<file path="src/rtl/fetch_unit.sv">
// fetch_unit: RV32I fetch stage with in-order imem request channel, prefetch queue
// and IF/ID register; stale responses after a redirect are discarded via drop.
module fetch_unit #(
    parameter logic [31:0] RESET_PC  = 32'h0000_0000,
    parameter int          DEPTH     = 2,
    parameter logic [31:0] NOP_INSTR = 32'h0000_0013
) (
    input  logic        clk,
    input  logic        rst,
    input  logic        StallF,
    input  logic        StallD,
    input  logic        FlushD,
    input  logic        PCSrcE,
    input  logic [31:0] PCTargetE,
    output logic        ImemReqValid,
    input  logic        ImemReqReady,
    output logic [31:0] ImemReqAddr,
    input  logic        ImemRspValid,
    input  logic [31:0] ImemRspData,
    output logic [31:0] InstrD,
    output logic [31:0] PCD,
    output logic [31:0] PCPlus4D,
    output logic        ValidD
);
    localparam int AW = $clog2(DEPTH);
    localparam int CW = AW + 1;

    logic [31:0]   pcf;
    logic [31:0]   pc_q    [DEPTH];
    logic [31:0]   instr_q [DEPTH];
    logic [AW-1:0] head, tail, fill_idx;
    logic [CW-1:0] count, nf, drop;
    logic          hs, rsp_drop, rsp_fill, pop;

    // filled entries are always a contiguous run starting at head
    assign fill_idx     = head + nf[AW-1:0];
    assign ImemReqAddr  = pcf;
    assign ImemReqValid = !rst && !StallF && (count + drop < CW'(DEPTH));
    assign hs           = ImemReqValid && ImemReqReady;
    assign rsp_drop     = ImemRspValid && drop != '0;
    assign rsp_fill     = ImemRspValid && drop == '0 && nf != count;
    assign pop          = !PCSrcE && !FlushD && !StallD && nf != '0;

    always_ff @(posedge clk or posedge rst) begin
        if (rst) begin
            pcf   <= RESET_PC;
            head  <= '0;
            tail  <= '0;
            count <= '0;
            nf    <= '0;
            drop  <= '0;
        end else if (PCSrcE) begin
            pcf   <= PCTargetE;
            head  <= '0;
            tail  <= '0;
            count <= '0;
            nf    <= '0;
            drop  <= drop + (count - nf) + CW'(hs) - CW'(rsp_drop || rsp_fill);
        end else begin
            pcf   <= hs ? pcf + 32'd4 : pcf;
            head  <= head + AW'(pop);
            tail  <= tail + AW'(hs);
            count <= count + CW'(hs) - CW'(pop);
            nf    <= nf + CW'(rsp_fill) - CW'(pop);
            drop  <= drop - CW'(rsp_drop);
        end
    end

    always_ff @(posedge clk) begin
        if (hs)
            pc_q[tail] <= pcf;
        if (rsp_fill)
            instr_q[fill_idx] <= ImemRspData;
    end

    always_ff @(posedge clk or posedge rst) begin
        if (rst) begin
            InstrD   <= NOP_INSTR;
            PCD      <= '0;
            PCPlus4D <= '0;
            ValidD   <= 1'b0;
        end else if (FlushD) begin
            InstrD <= NOP_INSTR;
            ValidD <= 1'b0;
        end else if (!StallD) begin
            InstrD   <= pop ? instr_q[head] : NOP_INSTR;
            PCD      <= pop ? pc_q[head] : PCD;
            PCPlus4D <= pop ? pc_q[head] + 32'd4 : PCPlus4D;
            ValidD   <= pop;
        end
    end
endmodule

</file>
<file path="config.mk">
export PLATFORM = sky130hd
export DESIGN_NAME = fetch_unit
export DESIGN_NICKNAME = d
export VERILOG_FILES = /design/src/rtl/fetch_unit.sv
export SDC_FILE = /design/constraint.sdc
export NUM_CORES = 1
export LEC_CHECK = 0
export ABC_CLOCK_PERIOD_IN_PS = 5280
export BUFFER_PORTS_ARGS = -buffer_cell sky130_fd_sc_hd__buf_4
export CAP_MARGIN = 30
export CORE_MARGIN = 1
export CORE_UTILIZATION = 45
export CTS_CLUSTER_DIAMETER = 30
export CTS_CLUSTER_SIZE = 30
export DETAILED_ROUTE_END_ITERATION = 6
export GPL_TIMING_DRIVEN = 0
export PLACE_DENSITY = 0.71
export RECOVER_POWER = 25
export SLEW_MARGIN = 40
export SYNTH_ARGS = -nofsm -noshare
export SYNTH_HDL_FRONTEND = slang
export SYNTH_SLANG_ARGS = --single-unit
export TNS_END_PERCENT = 5
</file>
<file path="constraint.sdc">
create_clock -name clk -period 5.28 [get_ports clk]
set_clock_uncertainty 0.2 [all_clocks]
set_input_delay 0.264 -clock clk [delete_from_list [all_inputs] [get_ports clk]]
set_output_delay 0.264 -clock clk [all_outputs]
set_load 0.03 [all_outputs]
</file>
Yosys cells after proc, flatten, opt, wreduce, memory -nomap -nowiden
Memory sizes are Yosys's and may differ from the RTL's. Cells that the tools add are included.

$add $sub $neg: 15. Order comparisons: 1. Eq/ne operators: 2. Muxes and demuxes: 16. Bitwise operators: 2. Reduce and logical (&&, ||, !) cells: 20.

Operators with widths (count): 32-bit 2-to-1 mux (5); 32-bit by 3-bit adder with 32-bit output (second input constant) (2); 1-bit logical AND (9); 1-bit 2-to-1 mux (8); 2-bit by 1-bit subtractor with 2-bit output (4); 2-bit by 1-bit adder with 2-bit output (3); 2-bit 2-to-1 mux (3); 2-bit nonzero test (3); 1-bit zero test (5); 2-bit adder (2); 1-bit adder (3); 3-bit AND reduction (1); 2-bit zero test (1); 2-bit < comparator (second input constant) (1); 2-bit by 1-bit != test with 1-bit output (second input constant) (1); 2-bit != test (1); 1-bit NOT (2); 2-bit subtractor (1); 1-bit logical OR (1).

Register bits: 137. RAM bits: 128. Memories: 2.

Memory list: instr_q (words 2, bits a word 32, read ports 1, clocked after memory_dff 0, wr ports 1, line 30) `logic [31:0] instr_q [DEPTH];`; pc_q (words 2, bits a word 32, read ports 1, clocked after memory_dff 0, wr ports 1, line 29) `logic [31:0] pc_q [DEPTH];`.

Longest topological paths before layout
Gate-level depths: netlist of run 1.

Depth after elaboration: 7. Depth in mapped cells: 12.

Worst setup path after synthesis of run 1
Ideal clock, no wire load.

Path type: reg-to-reg. From: register head. To: memory instr_q[0][0] (enable). Library setup time: 0.424 ns. Data arrival time: 3.003 ns. Required time: 4.656 ns. Path slack: 1.652 ns. Stages on the path, launching flop included: 8. Cell sequence: dfrtp_1 buf_2 buf_2 buf_2 buf_2 buf_2 xnor2_1 nor2b_1.

Longest elaborated chain between the ends: 1.

RTL lines: from (decl) (line 31) `logic [AW-1:0] head, tail, fill_idx;`; from (signal assigned) (line 61) `head <= head + AW'(pop);`; 1-bit adder (line 36) `assign fill_idx = head + nf[AW-1:0];`; to (decl) (line 30).

Every way passes these cells.

Worst setup path after layout of run 1
From: register head. To: register PCPlus4D[30].

Longest elaborated chain between the ends: 2.

RTL lines: memory 2 x 32 bit; 32-bit by 3-bit adder with 32-bit output (line 88) `PCPlus4D <= pop ? pc_q[head] + 32'd4 : PCPlus4D;`; to (signal assigned) (line 88); to (decl) (line 22) `output logic [31:0] PCPlus4D,`.

Every way passes these cells. A chain may end at the register's enable or synchronous reset.

==> impl_metrics.toml, run 1 <==
[route]
routed_wl_mm = 31.8
avgRoutedWirePerCell_microns = 19.2
ant_nets = 0
drc = 0
route.vias.total = 9013
drt-initial-drc-count = 601
dr.pass1.iters = 5
viasPerCell = 5.45

[yosys]
synth_ff_type = "dfrtp_1"
synthXorXnorAreaFrac_pct = 3.14
synth.area.top_cells = "edfxtp_1 34%, dfrtp_1 29%, mux2i_1 5.7%, nand2_1 4.5%, o21ai_0 2.6%"
syn-cell-area_sq_um = 11400
synth_edf_count = 128
muxShareOfSynthArea_pct = 6.71
avgSynthCellArea_sq_um = 12.0
synth_nets = 1029
synth_top_family_by_area = "simple AND/OR/NAND/NOR gates"
seq_area_frac_synth_pct = 63.5
synthAdderAreaFrac_pct = 1.52
synth.top_cell.area_share_pct = 33.8
synthSimpleGateAreaFrac_pct = 13.6
yosys.area.top_type = "edfxtp_1"
syn_inst = 945
async_reset_ff_share_pct = 51.3
synth.distinct_cells = 55
ys_ff_latch = 263
synth_compound_area_share_pct = 8.98
yosys_warnings = 0

[die]
row_count = 57
dieHeight_microns = 161
start_util_pct = 46.4
core_sq_um = 24500
fp.dieW_microns = 161
pin_count = 202
dieArea_sq_um = 25900

[worst_setup_path]
r2r_slack_ns = 1.46
endpoint_kind = "flop"
rr_worst_depth = 11
reg2reg_to = "PCPlus4D[30]"
start_kind = "flop"
rr_startpoint = "head"
crit_type = "reg -> reg"
path_max_fanout = 10
arrival_ns = 4.06
cp.required_ns = 5.52

[pwr]
ir_worst_vdd_uv = 241
power_leakage_nw = 6.59
p_per_area_nw_per_um2 = 449
power_mw = 7.21

[run]
drv_cap = 1

[layout]
nets = 1367
area.growth.synth_to_final_pct = 41.1
drive_gt1_share_pct = 25.9
final_core_util_pct = 65.4
num-fill-cells = 1842

[outcome]
outcome = "finished, violations left"
violations = "max-capacitance violations, max-slew violations"

[timing]
worst_pin_slew_ns = 3.47
min_period_ns = 3.82
fin_crit_sh_pct = 72.3
fmax_ghz = 0.262
hold_viol = 0
finalSetupViolCount = 0
report.final.slew_viol_count = 70
slew_headroom_pct = -132
rsz0062_at_grt = "false"

[hold_path]
hold_path_class = "in -> reg"
holdPathEnd = "ImemReqAddr[9]"
min_from = "StallF"
whs_path_depth = 5

[global_route]
grt_first_pass_wirelength_mm = 49.6
grt_pass1_vias = 9043
antenna_found_initial = 1
gr-total-overflow = 0
grt_use_total_pct = 24.7
grt_max_degree = 71

[clock_tree]
clk_latency_ns = 0.56
cts_root_buffer = "clkbuf_16"
cts_buffer_depth = 3
cts.reportedPaths.clkPinSlew_ns = 0.05
cts_setup_buffers = 0
clkSinkCount = 263
cts_max_level = 2
ctsHoldBuffers = 74
cts_buffers = 54
cts_tree = "built"
post_cts_resized = 0

[placed_design]
gp_congestion = 0.911
dp_hpwl_mm = 21.8
port_buffers = 201
-- report_power, final --
group          internal (mW)  switching, mW
clock                   2.20           1.19
sequential              2.38          0.188
combinational          0.504          0.754
total                   5.08           2.13
-- state kept, by name, summed over array words and instances, names as in the netlist --
register	count
count	2
instr_q	64
pc_q	64
InstrD	32
tail	1
nf	2
ImemReqAddr	32
PCD	32
ValidD	1
drop	2
head	1
PCPlus4D	30
-- Yosys cell counts (all sizes together), types with 4 or more instances --
master    n
mux2     10
edfxtp  128
nand3    48
nor2     43
o21a      4
buf      21
a21o      6
nand3b    8
o21ai    84
nand4b    5
clkbuf   28
a31oi    12
nand2   136
a21oi    12
mux2i    65
inv      18
nor4      5
or4      18
xor2     11
or3       7
o31ai    15
nand4    23
nor3     10
dfrtp   132
a22oi    13
ha        9
a211oi    4
nor2b    11
xnor2    29
-- critical path, stage by stage, from the launching register on --
cell      delay [ns]
dfrtp_1         0.32
buf_2           0.22
buf_2           0.30
buf_2           0.30
buf_2           0.33
mux2_2          0.23
ha_1            0.19
inv_1           0.09
a211oi_2        0.40
nand4_1         0.46
o31a_1          0.42
o31ai_1         0.23
-- cells by family (layout without fill, tap and decap cells) --
logic type      Yosys count  after routing
compound gates          166            166
simple gates            322            322
buf+inv                  67            450
flops                   263            263
xor+xnor                 40             40
fa+ha+maj                12             12
other cells               0              1
mux                      75             75
-- cell type report --
cell class,count,area (sq um),area share [%]
antenna,1,2.50,0.0156
sequential,263,7230,45.0
timing repair buffer,282,2390,14.9
multi-input combinational,615,3890,24.2
inverter,18,68.8,0.429
clock buffer,57,1390,8.68
buffer,49,216,1.35
clock inverter,44,458,2.85
tap,324,405,2.53
-- metal layers --
layer | share of wire [%] | vias to the layer above | GRT usage (%)
met5 | 0 | - | 0
met4 | 2.8 | 0 | 9.43
met3 | 6.9 | 68 | 4.34
met2 | 47 | 407 | 38.7
met1 | 43 | 4364 | 34.6
li1 | - | 4174 | -
-- placed cells by master (no fill, tap or decap), drive strengths merged, types with 18 or more instances in the layout --
master         n
o21ai         84
buf          197
or4           18
dfrtp        132
nand4         23
clkbuf       117
dlygate4sd3   74
mux2i         65
edfxtp       128
nor2          43
nand2        136
inv           33
nand3         48
xnor2         29
-- worst max path at each step --
stage	from	to	slack [ns]	cells after the start
finish	head	PCPlus4D[30]	1.46	11
global route	head	PCPlus4D[22]	1.26	11
CTS	head	PCPlus4D[30]	1.48	11
detailed placement	head	PCPlus4D[30]	1.54	11
global placement	rst	PCD[20]	-0.65	2
floorplan	rst	ImemReqAddr[0]	1.21	1
-- per-stage QoR --
step	std cells	setup TNS, ns	setup WS (ns)	hold slack, ns	area, sq um
after detailed placement	1477	0	1.54	0.170	13500
after floorplan	945	0	1.21	0.163	11400
after global routing	1653	0	1.26	0.0515	16100
final	1653	0	1.46	0.0239	16100
after global placement	1470	-82.39	-0.646	0.250	13300
after CTS	1652	0	1.48	0.00703	16100
Note: power is estimated with default switching activity, not from simulation.
==> run 2: changes to the inputs <==
Settings changed: ABC_CLOCK_PERIOD_IN_PS 5280 to 3340, PLACE_DENSITY 0.71 to 0.74.
Clock period 5.28 ns to 3.34 ns, I/O delays scaled along.
==> impl_metrics.toml, run 2 (synthesis gave the netlist of run 1 again) <==
[die]
fp.dieW_microns = 161
dieHeight_microns = 161
dieArea_sq_um = 25900
start_util_pct = 46.4
core_sq_um = 24500
row_count = 57
pin_count = 202

[pwr]
ir_worst_vdd_uv = 438
p_per_area_nw_per_um2 = 697
power_leakage_nw = 6.68

[layout]
area.growth.synth_to_final_pct = 43.3
nets = 1390
n_antenna_cell = 0
top_regs = "instr_q: 64 flops, pc_q: 64 flops"
drive_gt1_share_pct = 25.8
final_core_util_pct = 66.4
final_common_cell = "buf_4"
num-fill-cells = 1813
mostFrequentLayoutCells = "180 x buf_4, 136 x nand2_1, 128 x dfrtp_1, 128 x edfxtp_1, 84 x dlygate4sd3_1"

[clock_tree]
cts_buffers = 51
cts_buffer_depth = 3
cts_tree = "built"
clk_latency_ns = 0.55
clkSinkCount = 263
cts_root_buffer = "clkbuf_16"
cts_max_level = 2
cts.reportedPaths.clkPinSlew_ns = 0.05

[global_route]
antenna_found_initial = 0
grt_use_total_pct = 25.2
grt_max_degree = 26
grt_pass1_vias = 9197
gr-total-overflow = 0
grt_first_pass_wirelength_mm = 50.9

[timing]
worst_pin_slew_ns = 1.31
fmax_ghz = 0.311
min_period_ns = 3.22
rsz0062_at_grt = "true"
hold_ws_ns = 0.0191
fin_crit_sh_pct = 96.3
report.final.slew_viol_count = 0
hold_viol = 0
slew_headroom_pct = 12.5
finalSetupViolCount = 0

[route]
avgRoutedWirePerCell_microns = 19.5
ant_nets = 0
dr.pass1.iters = 5
viasPerCell = 5.48
routed_wl_mm = 32.7
drc = 0
drt-initial-drc-count = 704
route.vias.total = 9166

[placed_design]
dp_hpwl_mm = 22.3
port_buffers = 201
gp_congestion = 0.935

[worst_setup_path]
crit_chain = "buf_2 > buf_4 > clkbuf_4 > buf_4 > mux2_2 > ha_1 > inv_1 > a211oi_4 > buf_4 > nand4_1 > or3_1 > nand3_1"
arrival_ns = 3.49
crit_type = "reg -> reg"
endpoint_kind = "flop"
cp_common_cell = "buf_4"
cpMaxStageDelayCell = "or3_1"
slowest_delay_ns = 0.44
path_max_fanout = 10
start_kind = "flop"
cp.required_ns = 3.61

[outcome]
outcome = "complete, no violations"

[run]
drv_cap = 0

[hold_path]
hold_path_class = "in -> reg"
-- run 2: cell types whose count changed in the layout (fill, tap and decap cells not counted), sizes merged --
| cell | change |
|---|---|
| diode | -1 |
| clkbuf | +20 |
| clkinvlp | -5 |
| dlygate4sd3 | +10 |
| clkinv | -5 |
| inv | -6 |
| buf | +6 |
-- run 2: final cells by class --
cell class	count	area (sq um)	area share [%]
clock buffers	67	1470	9.00
multi-input cells	615	3930	24.1
well taps	324	405	2.49
plain buffers	49	224	1.37
repair buffers	308	2620	16.1
flip-flops and latches	263	7230	44.4
inverters	18	68.8	0.422
clock inverters	28	358	2.20
-- run 2: critical path, delay by kind of cell (launching register included) --
kind	cells	cell delay, ns
DFF	1	0.31
and+or+nand+nor	3	0.72
AOI/OAI and AO/OA	1	0.30
muxes	1	0.21
buffers and inverters	6	1.20
adders and majority gates	1	0.19
-- run 2: power by group --
part           internal, mW  total [mW]  switching [mW]
Sequential             3.76        4.06           0.302
Combinational         0.822        2.03            1.20
Clock                  3.51        5.28            1.76
-- run 2: layer usage --
metal,wire length (microns),GRT usage (%),up-vias
li1,-,-,4203
met1,14000,34.0,4513
met2,15800,41.0,388
met3,2080,4.88,62
met4,771,8.62,0
met5,0,0,-
-- run 2: stage by stage --
stage | TNS (ns) | worst slack (ns) | power, mW | cells | instance area (sq um)
global route | -0.0355 | -0.0355 | 11.8 | 1672 | 16300
finish | 0 | 0.122 | 11.4 | 1672 | 16300
floorplan | -12.97 | -0.288 | 5.20 | 945 | 11400
CTS | 0 | 0.0266 | 11.4 | 1666 | 16300
detailed placement | -2.00 | -0.358 | 6.03 | 1480 | 13600
global placement | -102.59 | -1.69 | 5.95 | 1470 | 13300
-- run 2: what timing repair did --
action | CTS | global route
pin swaps | 2 | 8
setup endpoints to repair | 26 | 9
setup buffers | 7 | 6
gates resized for setup | 4 | 11
hold buffers | 84 | 0
endpoints found under the hold margin | 164 | 0
-- run 2: final timing paths --
| check | startpoint | end | slack, ns | cells after the start |
|---|---|---|---|---|
| hold / removal | ImemReqReady | ImemReqAddr[2] | 0.02 | 4 |
| setup reg to reg | head | PCPlus4D[28] | 0.12 | 12 |
| max in group asynchronous | rst | InstrD[4] | 0.53 | 7 |
| min in group asynchronous | rst | ImemReqAddr[9] | 0.62 | 4 |
| hold reg to reg | InstrD[6] | InstrD[6] | 0.28 | 2 |
| setup / recovery | head | PCPlus4D[28] | 0.12 | 12 |
==> run 3: changes to the inputs <==
Settings changed: ABC_AREA set to 1.
==> impl_metrics.toml, run 3 <==
[yosys]
syn-cell-area_sq_um = 11600
synthAdderAreaFrac_pct = 1.49
synth.distinct_cells = 36
synth_nets = 1304
synth_edf_count = 128
synth_compound_area_share_pct = 4.75
muxShareOfSynthArea_pct = 0.0861
synth_top_family_by_area = "simple AND/OR/NAND/NOR gates"
avgSynthCellArea_sq_um = 9.53
synth.top_cell.area_share_pct = 33.1
synthSimpleGateAreaFrac_pct = 24.7
syn_inst = 1220
synth_most_common_cell = "nand2_1"
synth.area.top_cells = "edfxtp_1 33%, dfrtp_1 28%, nand2_1 14%, nor2_1 4.9%, nand3_1 3.4%"
synth_ff_type = "dfrtp_1"
yosys_warnings = 0
seq_area_frac_synth_pct = 62.2
async_reset_ff_share_pct = 51.3
synth_commonest_cells = "427 x nand2_1, 153 x nor2_1, 132 x dfrtp_1"
synthXorXnorAreaFrac_pct = 2.64
ys_ff_latch = 263
yosys.area.top_type = "edfxtp_1"

[placed_design]
gp_congestion = 0.897
placed_cells = 1760
port_buffers = 201
dp_slack_ns = 0.333
dp_hpwl_mm = 22.1

[route]
viasPerCell = 5.16
dr.pass1.iters = 6
drc = 0
avgRoutedWirePerCell_microns = 17.0
ant_nets = 0
drt-initial-drc-count = 884
route.vias.total = 9980
routed_wl_mm = 32.9

[worst_setup_path]
reg2reg_to = "drop[0]"
cpMaxStageDelayCell = "dfrtp_1"
path_max_fanout = 4
crit_chain = "xnor2_1 > nand2_1 > o31ai_1 > fa_1 > inv_1 > fa_1 > inv_1 > fa_1 > nand2_1 > o21ai_0"
endpoint_kind = "flop"
crit_type = "reg -> reg"
rr_startpoint = "count[1]"
arrival_ns = 3.30
cp_common_cell = "fa_1"
cp.required_ns = 3.53
crit_path_end = "drop[0]"
slowest_delay_ns = 0.46
cp-startpoint = "count[1]"
r2r_slack_ns = 0.23
rr_worst_depth = 10
start_kind = "flop"

[timing]
hold_viol = 0
min_period_ns = 3.11
slew_headroom_pct = 27.7
report.final.slew_viol_count = 0
fmax_ghz = 0.321
finalSetupViolCount = 0
worst_pin_slew_ns = 1.08
fin_crit_sh_pct = 93.2
layout_setup_ws_ns = 0.227
rsz0062_at_grt = "false"

[hold_path]
hold_path_class = "in -> reg"

[global_route]
grt_first_pass_wirelength_mm = 51.5
grt_max_degree = 33
grt_pass1_vias = 9720
grt_use_total_pct = 25.2
antenna_found_initial = 1
gr-total-overflow = 0

[run]
drv_cap = 0

[layout]
final_common_cell = "nand2_1"
num-fill-cells = 1953
multiInputGateArea_sq_um = 3940
mostFrequentLayoutCells = "427 x nand2_1, 161 x buf_4, 150 x nor2_1, 132 x dfrtp_1, 128 x edfxtp_1"
nets = 1649
area.growth.synth_to_final_pct = 39.5
regArea_sq_um = 7230
fin_cells = 1935
drive_gt1_share_pct = 20.3
final_core_util_pct = 64.2
top_regs = "instr_q: 64 flops, pc_q: 64 flops"

[clock_tree]
cts_buffers = 49
clkSinkCount = 263
cts_buffer_depth = 3
post_cts_resized = 0
cts_max_level = 2
cts.reportedPaths.clkPinSlew_ns = 0.05
cts_root_buffer = "clkbuf_16"
clk_latency_ns = 0.55
cts_tree = "built"

[die]
dieHeight_microns = 163
core_sq_um = 25300
fp.dieW_microns = 163
start_util_pct = 46.0
dieArea_sq_um = 26500
row_count = 58
pin_count = 202

[pwr]
power_leakage_nw = 7.31
power_mw = 11.1
ir_worst_vdd_uv = 400
p_per_area_nw_per_um2 = 683

[outcome]
outcome = "complete, no violations"
[run 3: cell families after synthesis]
kind of cell / count (synthesis)
mux: 1
compound gates: 89
flops: 263
simple gates: 702
buf+inv: 118
xor+xnor: 35
fa+ha+maj: 12
[run 3: final cells by class]
cell class | instances | area share [%]
tap | 330 | 2.55
sequential | 263 | 44.6
multi-input combinational | 839 | 24.3
timing repair buffer | 294 | 15.3
buffer | 45 | 1.30
inverter | 73 | 1.70
clock buffer | 60 | 8.19
clock inverter | 30 | 2.10
antenna | 1 | 0.0154
[run 3: per-layer routing]
layer / share of wire, % / wire, microns / vias up / GRT usage, %
li1: - / - / 4710 / -
met5: 0 / 0 / - / 0
met2: 46 / 15200 / 451 / 39.4
met3: 8.0 / 2640 / 116 / 4.56
met4: 4.4 / 1440 / 0 / 12.7
met1: 41 / 13600 / 4703 / 33.9
[run 3: metrics by stage]
stage | hold WS, ns | cell area (sq um) | TNS (ns)
after floorplan | 0.0659 | 11600 | 0
after global placement | 0.153 | 13600 | -51.32
after detailed placement | 0.00144 | 13800 | 0
after CTS | 0.00973 | 16300 | 0
after global routing | 0.0281 | 16200 | 0
final | 0.0269 | 16200 | 0
[run 3: where the power goes]
group | total (mW) | internal, mW | switching, mW
Combinational | 2.08 | 0.809 | 1.27
Clock | 4.91 | 3.18 | 1.74
Sequential | 4.09 | 3.77 | 0.322
Total | 11.1 | 7.75 | 3.33
[run 3: worst min-delay path by stage]
stage	start	endpoint	depth (start not counted)
finish	ImemReqReady	ImemReqAddr[7]	5
CTS	ImemReqReady	ImemReqAddr[7]	5
detailed placement	rst	drop[0]	2
global placement	ImemRspData[19]	instr_q[1][19]	1
floorplan	ImemRspData[0]	instr_q[0][0]	0
global route	ImemReqReady	ImemReqAddr[7]	5
[run 3: repair_timing]
| action | CTS | global route |
|---|---|---|
| endpoints found under the hold margin | 214 | 0 |
| setup buffers | 0 | 0 |
| setup endpoints to repair | 0 | 0 |
| hold buffers | 84 | 0 |
[run 3: critical path: cells and delay by family (launching register included)]
family | cells | cell delay [ns]
flops | 1 | 0.46
fa+ha+maj | 3 | 1.30
buf+inv | 2 | 0.17
simple gates | 2 | 0.20
xor+xnor | 1 | 0.28
compound gates | 2 | 0.35
